===== src/rtl/mpu_pkg.sv =====
// Shared types and constants for the conv_ctrl -> mpu_ctrl command bus.
package mpu_pkg;

   localparam int MRX_IND_W  = 5;
   localparam int MRX_ADDR_W = 9;
   localparam int VR_IND_W   = 4;
   localparam int MAC_LEN_W  = 7;
   localparam int REP_W      = 8;

   localparam logic [1:0] MPU_CODE_MMUL = 2'd1;
   localparam logic [1:0] MPU_CODE_MMAC = 2'd3;

   localparam int EN_ACT = 0;
   localparam int EN_MAC = 1;

   localparam logic MPU_TYPE_MM = 1'b0;
   localparam logic MPU_TYPE_VM = 1'b1;

   typedef struct packed {
      logic [1:0]            code;
      logic                  typ;
      logic                  mpu0_sl;
      logic                  mpu0_sr;
      logic                  mpu1_sl;
      logic                  mpu1_sr;
      logic [MRX_IND_W-1:0]  mpu0_index;
      logic [MRX_IND_W-1:0]  mpu1_index;
      logic [MRX_IND_W-1:0]  mrs1_index;
      logic [MRX_ADDR_W-1:0] mpu0_addr;
      logic [MRX_ADDR_W-1:0] mpu1_addr;
      logic [MRX_ADDR_W-1:0] mrs1_addr;
      logic [MRX_ADDR_W-1:0] stride;
      logic [VR_IND_W-1:0]   vrd_index;
      logic [MAC_LEN_W-1:0]  mac_len;
      logic [REP_W-1:0]      rep;
   } mpu_desc_t;

   function automatic logic desc_legal(mpu_desc_t d);
      return ((d.code == MPU_CODE_MMUL) || (d.code == MPU_CODE_MMAC))
          && (d.rep != '0)
          && !(d.code[EN_MAC] && (d.mac_len == '0));
   endfunction

endpackage


===== src/rtl/mpu_cmd_issuer.sv =====
// Expands matrix-op descriptors into MMAC/MMUL commands on the
// convctl_mpu bus, holding each for its execution window.
module mpu_cmd_issuer
   import mpu_pkg::*;
#(
   parameter int MRX_IND_WTH  = 5,
   parameter int MRX_ADDR_WTH = 9,
   parameter int VR_IND_WTH   = 4
) (
   input  logic                    clk_i,
   input  logic                    rst_n_i,
   input  logic                    desc_valid_i,
   output logic                    desc_ready_o,
   input  logic [1:0]              desc_code_i,
   input  logic                    desc_type_i,
   input  logic                    desc_mpu0_sl_i,
   input  logic                    desc_mpu0_sr_i,
   input  logic                    desc_mpu1_sl_i,
   input  logic                    desc_mpu1_sr_i,
   input  logic [MRX_IND_WTH-1:0]  desc_mpu0_index_i,
   input  logic [MRX_IND_WTH-1:0]  desc_mpu1_index_i,
   input  logic [MRX_IND_WTH-1:0]  desc_mrs1_index_i,
   input  logic [MRX_ADDR_WTH-1:0] desc_mpu0_addr_i,
   input  logic [MRX_ADDR_WTH-1:0] desc_mpu1_addr_i,
   input  logic [MRX_ADDR_WTH-1:0] desc_mrs1_addr_i,
   input  logic [MRX_ADDR_WTH-1:0] desc_stride_i,
   input  logic [VR_IND_WTH-1:0]   desc_vrd_index_i,
   input  logic [6:0]              desc_mac_len_i,
   input  logic [7:0]              desc_rep_i,
   output logic [1:0]              convctl_mpu__code_o,
   output logic                    convctl_mpu__type_o,
   output logic                    convctl_mpu0__mrs0_sl_o,
   output logic                    convctl_mpu0__mrs0_sr_o,
   output logic [MRX_IND_WTH-1:0]  convctl_mpu0__mrs0_index_o,
   output logic [MRX_ADDR_WTH-1:0] convctl_mpu0__mrs0_addr_o,
   output logic                    convctl_mpu1__mrs0_sl_o,
   output logic                    convctl_mpu1__mrs0_sr_o,
   output logic [MRX_IND_WTH-1:0]  convctl_mpu1__mrs0_index_o,
   output logic [MRX_ADDR_WTH-1:0] convctl_mpu1__mrs0_addr_o,
   output logic [MRX_IND_WTH-1:0]  convctl_mpu__mrs1_index_o,
   output logic [MRX_ADDR_WTH-1:0] convctl_mpu__mrs1_addr_o,
   output logic [VR_IND_WTH-1:0]   convctl_mpu__vrd_index_o,
   output logic [6:0]              convctl_mpu__mac_len_o,
   output logic                    busy_o,
   output logic                    done_o,
   output logic                    err_o
);

   typedef enum logic {S_IDLE, S_ISSUE} state_e;

   state_e          state_q, state_d;
   mpu_desc_t       cmd_q, cmd_d, desc_in;
   logic [6:0]      win_cnt_q, win_cnt_d;
   logic [VR_IND_WTH-1:0] vrd_lag_q, vrd_lag_d;
   logic [6:0]      len_lag_q, len_lag_d;
   logic            err_q, err_d;
   logic            issuing, last_win, last_rep, fin, accept;

   always_comb begin
      desc_in            = '0;
      desc_in.code       = desc_code_i;
      desc_in.typ        = desc_type_i;
      desc_in.mpu0_sl    = desc_mpu0_sl_i;
      desc_in.mpu0_sr    = desc_mpu0_sr_i;
      desc_in.mpu1_sl    = desc_mpu1_sl_i;
      desc_in.mpu1_sr    = desc_mpu1_sr_i;
      desc_in.mpu0_index = desc_mpu0_index_i;
      desc_in.mpu1_index = desc_mpu1_index_i;
      desc_in.mrs1_index = desc_mrs1_index_i;
      desc_in.mpu0_addr  = desc_mpu0_addr_i;
      desc_in.mpu1_addr  = desc_mpu1_addr_i;
      desc_in.mrs1_addr  = desc_mrs1_addr_i;
      desc_in.stride     = desc_stride_i;
      desc_in.vrd_index  = desc_vrd_index_i;
      desc_in.mac_len    = desc_mac_len_i;
      desc_in.rep        = desc_rep_i;
   end

   // cmd_q.rep holds the reps still to go after the current one
   always_comb begin
      issuing      = (state_q == S_ISSUE);
      last_win     = issuing && (!cmd_q.code[EN_MAC] ||
                     (win_cnt_q == cmd_q.mac_len - 7'd1));
      last_rep     = (cmd_q.rep == '0);
      fin          = last_win && last_rep;
      desc_ready_o = !issuing || fin;
      done_o       = fin;
      accept       = desc_valid_i && desc_ready_o;

      state_d   = state_q;
      cmd_d     = cmd_q;
      win_cnt_d = win_cnt_q;
      err_d     = 1'b0;

      if (issuing) begin
         if (!last_win) begin
            win_cnt_d = win_cnt_q + 7'd1;
         end else if (!last_rep) begin
            win_cnt_d       = '0;
            cmd_d.rep       = cmd_q.rep - 8'd1;
            cmd_d.mpu0_addr = cmd_q.mpu0_addr + cmd_q.stride;
            cmd_d.mpu1_addr = cmd_q.mpu1_addr + cmd_q.stride;
            cmd_d.vrd_index = cmd_q.vrd_index + 4'd1;
         end else begin
            state_d   = S_IDLE;
            cmd_d     = '0;
            win_cnt_d = '0;
         end
      end

      if (accept) begin
         if (desc_legal(desc_in)) begin
            state_d   = S_ISSUE;
            cmd_d     = desc_in;
            cmd_d.rep = desc_in.rep - 8'd1;
            win_cnt_d = '0;
         end else begin
            err_d = 1'b1;
         end
      end

      vrd_lag_d = vrd_lag_q;
      len_lag_d = len_lag_q;
      if (issuing && (win_cnt_q == '0)) begin
         vrd_lag_d = cmd_q.vrd_index;
         len_lag_d = cmd_q.mac_len;
      end
   end

   always_ff @(posedge clk_i or negedge rst_n_i) begin
      if (!rst_n_i) begin
         state_q   <= S_IDLE;
         cmd_q     <= '0;
         win_cnt_q <= '0;
         vrd_lag_q <= '0;
         len_lag_q <= '0;
         err_q     <= 1'b0;
      end else begin
         state_q   <= state_d;
         cmd_q     <= cmd_d;
         win_cnt_q <= win_cnt_d;
         vrd_lag_q <= vrd_lag_d;
         len_lag_q <= len_lag_d;
         err_q     <= err_d;
      end
   end

   assign convctl_mpu__code_o        = cmd_q.code;
   assign convctl_mpu__type_o        = cmd_q.typ;
   assign convctl_mpu0__mrs0_sl_o    = cmd_q.mpu0_sl;
   assign convctl_mpu0__mrs0_sr_o    = cmd_q.mpu0_sr;
   assign convctl_mpu0__mrs0_index_o = cmd_q.mpu0_index;
   assign convctl_mpu0__mrs0_addr_o  = cmd_q.mpu0_addr;
   assign convctl_mpu1__mrs0_sl_o    = cmd_q.mpu1_sl;
   assign convctl_mpu1__mrs0_sr_o    = cmd_q.mpu1_sr;
   assign convctl_mpu1__mrs0_index_o = cmd_q.mpu1_index;
   assign convctl_mpu1__mrs0_addr_o  = cmd_q.mpu1_addr;
   assign convctl_mpu__mrs1_index_o  = cmd_q.mrs1_index;
   assign convctl_mpu__mrs1_addr_o   = cmd_q.mrs1_addr;
   assign convctl_mpu__vrd_index_o   = vrd_lag_q;
   assign convctl_mpu__mac_len_o     = len_lag_q;
   assign busy_o                     = issuing;
   assign err_o                      = err_q;

endmodule


===== config.mk =====
export PLATFORM = sky130hd
export DESIGN_NAME = mpu_cmd_issuer
export DESIGN_NICKNAME = d
export VERILOG_FILES = /design/src/rtl/mpu_pkg.sv /design/src/rtl/mpu_cmd_issuer.sv
export SDC_FILE = /design/constraint.sdc
export NUM_CORES = 1
export LEC_CHECK = 0
export BUFFER_PORTS_ARGS = -buffer_cell sky130_fd_sc_hd__buf_2
export CELL_PAD_IN_SITES_DETAIL_PLACEMENT = 0
export CELL_PAD_IN_SITES_GLOBAL_PLACEMENT = 1
export CORE_ASPECT_RATIO = 0.5
export CORE_MARGIN = 2
export CORE_UTILIZATION = 44
export CTS_CLUSTER_DIAMETER = 60
export DETAILED_ROUTE_END_ITERATION = 16
export PLACE_DENSITY_LB_ADDON = 0.1
export SYNTH_ARGS = -nofsm -noshare
export SYNTH_HDL_FRONTEND = slang
export SYNTH_SLANG_ARGS = --single-unit
export TNS_END_PERCENT = 10

===== constraint.sdc =====
create_clock -name clk_i -period 4.1 [get_ports clk_i]
set_input_delay 0.205 -clock clk_i [delete_from_list [all_inputs] [get_ports clk_i]]
set_output_delay 0.205 -clock clk_i [all_outputs]
set_load 0.005 [all_outputs]

==> Word-level counts from Yosys, hierarchy flattened <==
Cells that the tools add are included.
{ "word_totals": {"reg_bits": 97} }
{ "classes": {"addsub": 7, "n_eq_ne": 3, "mux": 21, "n_reduce_logical": 17} }
{ "ops": {"columns": ["op", "n"], "rows": [
  ["77-bit two-way mux", 4],
  ["18-bit two-way mux", 2],
  ["7-bit two-way mux", 5],
  ["22-bit two-way mux", 1],
  ["9-bit adder", 2],
  ["8-bit by 1-bit subtractor with 8-bit output (second input constant)", 2],
  ["7-bit zero test", 2],
  ["8-bit zero test", 1],
  ["8-bit two-way mux", 1],
  ["8-bit nonzero test", 1],
  ["7-bit by 1-bit adder with 7-bit output (second input constant)", 1],
  ["7-bit equality test", 1],
  ["1-bit logical AND", 7],
  ["1-bit two-way mux", 7],
  ["7-bit by 1-bit subtractor with 7-bit output (second input constant)", 1],
  ["4-bit by 1-bit adder with 4-bit output (second input constant)", 1],
  ["4-bit two-way mux", 1],
  ["1-bit zero test", 3],
  ["1-bit logical OR", 3],
  ["2-bit by 1-bit equality test with 1-bit output (second input constant)", 1],
  ["2-bit equality test (second input constant)", 1]
]} }

==> Longest topological paths before layout <==
{ "logic_depth": {"depth_word": 8, "mapped_depth": 11, "mapped_depth_nobuf": 8} }

==> Worst setup path before layout <==
OpenSTA, ideal clock, no wires.
{ "synth_timing": {"kind": "register to register", "startpoint": "register cmd_q[8] in the netlist's numbering", "endpoint": "register cmd_q (netlist bit convctl_mpu0__mrs0_addr_o[0])", "setup_ps": 125, "arrival_ps": 2447, "required_time_ps": 3975, "setup_slack_ps": 1528, "stages_incl_launch_ff": 11, "synth_period_minus_slack_ps": 2572, "cell_sequence": "dfrtp_1 > clkbuf_1 > inv_1 > ha_1 > o21bai_1 > a211o_1 > a31oi_1 > o2111ai_1 > and2_1 > buf_2 > mux2_2"} }
{ "synth_lines": {"columns": ["element", "line", "rtl"], "rows": [
  ["from (decl)", "mpu_cmd_issuer.sv:52", "mpu_desc_t cmd_q, cmd_d, desc_in;"],
  ["from (signal assigned)", "mpu_cmd_issuer.sv:140", "cmd_q <= cmd_d;"]
]} }

==> impl_metrics.json <==
{
  "hold_end": "convctl_mpu__mrs1_addr_o[1]",
  "cts_tree": "done",
  "relSlewSlack_pct": 30.77,
  "grt_pass1_vias": 4436,
  "hold_viol": 0,
  "clockBufferDepth": 2,
  "wl_per_cell_um": 17.01,
  "clk_latency_ns": 0.35,
  "grt.total_usage_pct": 21.25,
  "numCtsBuffers": 9,
  "tns_ns": 0,
  "reg2reg_to": "cmd_q[1]",
  "start_kind": "flop",
  "cp.required_ns": 4.37,
  "setup_slack_ns": 0.7018,
  "wl_um": 13890,
  "dp_cells": 800,
  "hpwlAfterDp_um": 9822,
  "ant_nets": 0,
  "rsz0062_at_grt": "false",
  "num_rows": 29,
  "hold_depth": 2,
  "n_fill_cell": 1170,
  "start_util_pct": 44.60,
  "stdcell_count": 817,
  "ys_ff_latch": 97,
  "worstSetupPathType": "flop to flop",
  "syn_inst": 551,
  "cp-end-kind": "flop",
  "yosys.area.top_type": "dfrtp_1",
  "root_buffer": "clkbuf_16",
  "crit_path_max_fanout": 19,
  "rrSetupSlack_ns": 0.70,
  "syn_nets": 656,
  "core-area_mm2": 0.01255,
  "drc_errors": 0,
  "yosys_warnings": 0,
  "critPathSlowestCell": "and2_1",
  "synth.top_cell.area_share_pct": 43.35,
  "fin_area_mm2": 0.006442,
  "seqCellArea_mm2": 0.002427,
  "synth_top_flop_cell": "dfrtp_1",
  "grt_util_met2_pct": 32.34,
  "fin_crit_ns": 3.398,
  "portBuffers": 143,
  "synth.avg_cell_area_um2": 10.16,
  "p_per_area_mw_per_mm2": 287.9,
  "syn_to_final_growth_pct": 15.06,
  "arrival_ns": 3.67,
  "drtIter0Drc": 263,
  "ir_worst_vdd_mv": 0.1559,
  "async_reset_ff_share_pct": 100.0,
  "grt_max_degree": 67,
  "hold_start": "desc_mrs1_addr_i[1]",
  "cts_sinks": 97,
  "place_area_mm2": 0.006146,
  "period_share_pct": 82.88,
  "finClkSkew_ns": 0.007047,
  "r2r-start": "cmd_q[8]",
  "slowest_delay_ns": 0.79,
  "die_w_um": 163.5,
  "nets": 747,
  "routed_via_density": 5.457,
  "power.total_mw": 1.855,
  "num_vias": 4458,
  "globalplace.congestion": 0.7699,
  "synth_edf_count": 0,
  "cts_max_level": 3,
  "status": "finished, final reports clean",
  "grt_pass1_wl_um": 22890,
  "antenna_found_initial": 0,
  "dieHeight_um": 83.77,
  "synth_cell_types": 53,
  "cp_cell_sequence": "inv_1 > ha_1 > xnor3_1 > nand4_1 > a31oi_1 > o2111ai_2 > and2_1 > buf_4 > mux2i_1",
  "antenna_cells": 0,
  "max_freq_ghz": 0.2943,
  "place_worst_setup_slack_ns": 0.7299,
  "hold_class": "input port to flop",
  "use_met3_pct": 4.570,
  "drive_gt1_share_pct": 29.37,
  "use_met1_pct": 31.11,
  "cap_viol_max_count": 0,
  "p_leak_nw": 3.220,
  "reg2reg_depth": 9,
  "postCtsSetupBuffers": 0,
  "multiInputGateArea_mm2": 0.002651,
  "drt_pre_antenna_iters": 6,
  "io-pin-count": 144,
  "yosysSeqAreaShare_pct": 43.35,
  "timing.hold.ws_ns": 0.07381,
  "synth_area_leaders": "dfrtp_1 (43%), a22o_1 (7.5%), buf_4 (6.0%)",
  "worst_pin_slew_ns": 1.038,
  "fin_util_pct": 51.32,
  "finalMaxSlewViolations": 0,
  "gr-max-usage-layer": "met2",
  "clkTransAtPathRegs_ns": 0.07,
  "overflow": 0,
  "dieArea_mm2": 0.01370,
  "setup_violations": 0,
  "syn-cell-area_mm2": 0.005599
}
[cell usage in the layout (no fill, tap or decap), types with 3 or more instances in the layout]
cell type and count:
buf_2 142, dfrtp_1 97, a22o_1 48, nand2_1 36, a21oi_1 34, ha_1 23
a31oi_1 21, nand3_1 20, nor2_1 19, inv_1 17, nor3_1 16, xnor2_1 16
xor2_1 14, o21ai_0 13, mux2_2 13, nand4_1 10, mux2i_1 9, clkbuf_16 9
buf_4 8, and2_1 5, a211o_1 4, or3_1 4, nor4_1 4, or4_1 4
o21bai_1 3, nand2b_1 3, and3_1 3, o31a_1 3, o211ai_1 3, o41ai_1 3
inv_6 3
[Yosys cell counts, types with 5 or more instances]
master	count
buf_2	9
mux2_2	13
ha_1	23
and2_1	5
nor3_1	16
nand2_1	37
nand4_1	10
mux2i_1	9
clkbuf_1	15
dfrtp_1	97
o21ai_0	13
buf_4	45
a31oi_1	21
nand3_1	20
a22o_1	48
a21oi_1	34
nor2_1	19
xor2_1	14
xnor2_1	16
inv_1	17
[power breakdown]
group | switching [mW] | internal [mW]
Sequential | 0 | 0.956
Combinational | 0.0418 | 0.0338
Clock | 0.400 | 0.424
Total | 0.442 | 1.41
[registers in the layout, summed over array words and instances (netlist names), 4 cells and up]
name	cells
win_cnt_q	7
convctl_mpu1__mrs0_addr_o	9
convctl_mpu0__mrs0_addr_o	9
convctl_mpu1__mrs0_index_o	5
convctl_mpu__mac_len_o	7
cmd_q	28
convctl_mpu__vrd_index_o	4
convctl_mpu0__mrs0_index_o	5
convctl_mpu__mrs1_index_o	5
convctl_mpu__mrs1_addr_o	9
[timing repair]
item,in CTS,in global routing
resized for setup,0,0
hold endpoints to repair,21,0
hold buffers,1,0
[final cells by class]
class	count	area share (%)
clock buffers	9	3.496
multi-input cells	365	41.15
inverters	17	0.9905
clock inverters	7	0.9516
flip-flops and latches	97	37.68
repair buffers	152	12.43
well taps	170	3.302
[kinds of logic (layout without fill, tap and decap cells)]
family | Yosys count | count (layout) | synth area share, %
fa+ha+maj | 25 | 25 | 5.855
mux | 22 | 22 | 4.224
buf+inv | 89 | 185 | 9.586
compound gates | 153 | 153 | 19.55
xor+xnor | 32 | 32 | 5.497
simple gates | 133 | 133 | 11.93
flops | 97 | 97 | 43.35
[worst max-delay path by stage]
stage | cells past startpoint | endpoint | slack [ns] | startpoint
floorplan | 10 | convctl_mpu0__mrs0_addr_o[0] | 1.53 | cmd_q[8]
global placement | 9 | cmd_q[1] | 0.86 | cmd_q[8]
detailed placement | 9 | cmd_q[1] | 0.73 | cmd_q[8]
CTS | 9 | cmd_q[1] | 0.70 | cmd_q[8]
finish | 9 | cmd_q[1] | 0.70 | cmd_q[8]
global route | 9 | cmd_q[1] | 0.42 | cmd_q[8]
[metal layers]
| metal | part of all wire [%] | wire, um | vias up |
|---|---|---|---|
| met3 | 5.3 | 743 | 13 |
| met5 | 0 | 0 | - |
| met4 | 1.0 | 140 | 0 |
| li1 | - | - | 2164 |
| met2 | 44 | 6069 | 116 |
| met1 | 50 | 6942 | 2165 |
[worst max-delay path: cells and delay by family, from the launching register on]
family | cells | cell delay, ns
flops | 1 | 0.46
compound gates | 2 | 0.81
mux | 1 | 0.20
fa+ha+maj | 1 | 0.26
xor+xnor | 1 | 0.24
buf+inv | 2 | 0.44
simple gates | 2 | 0.91
No activity file was read; power rests on OpenSTA's default activity.
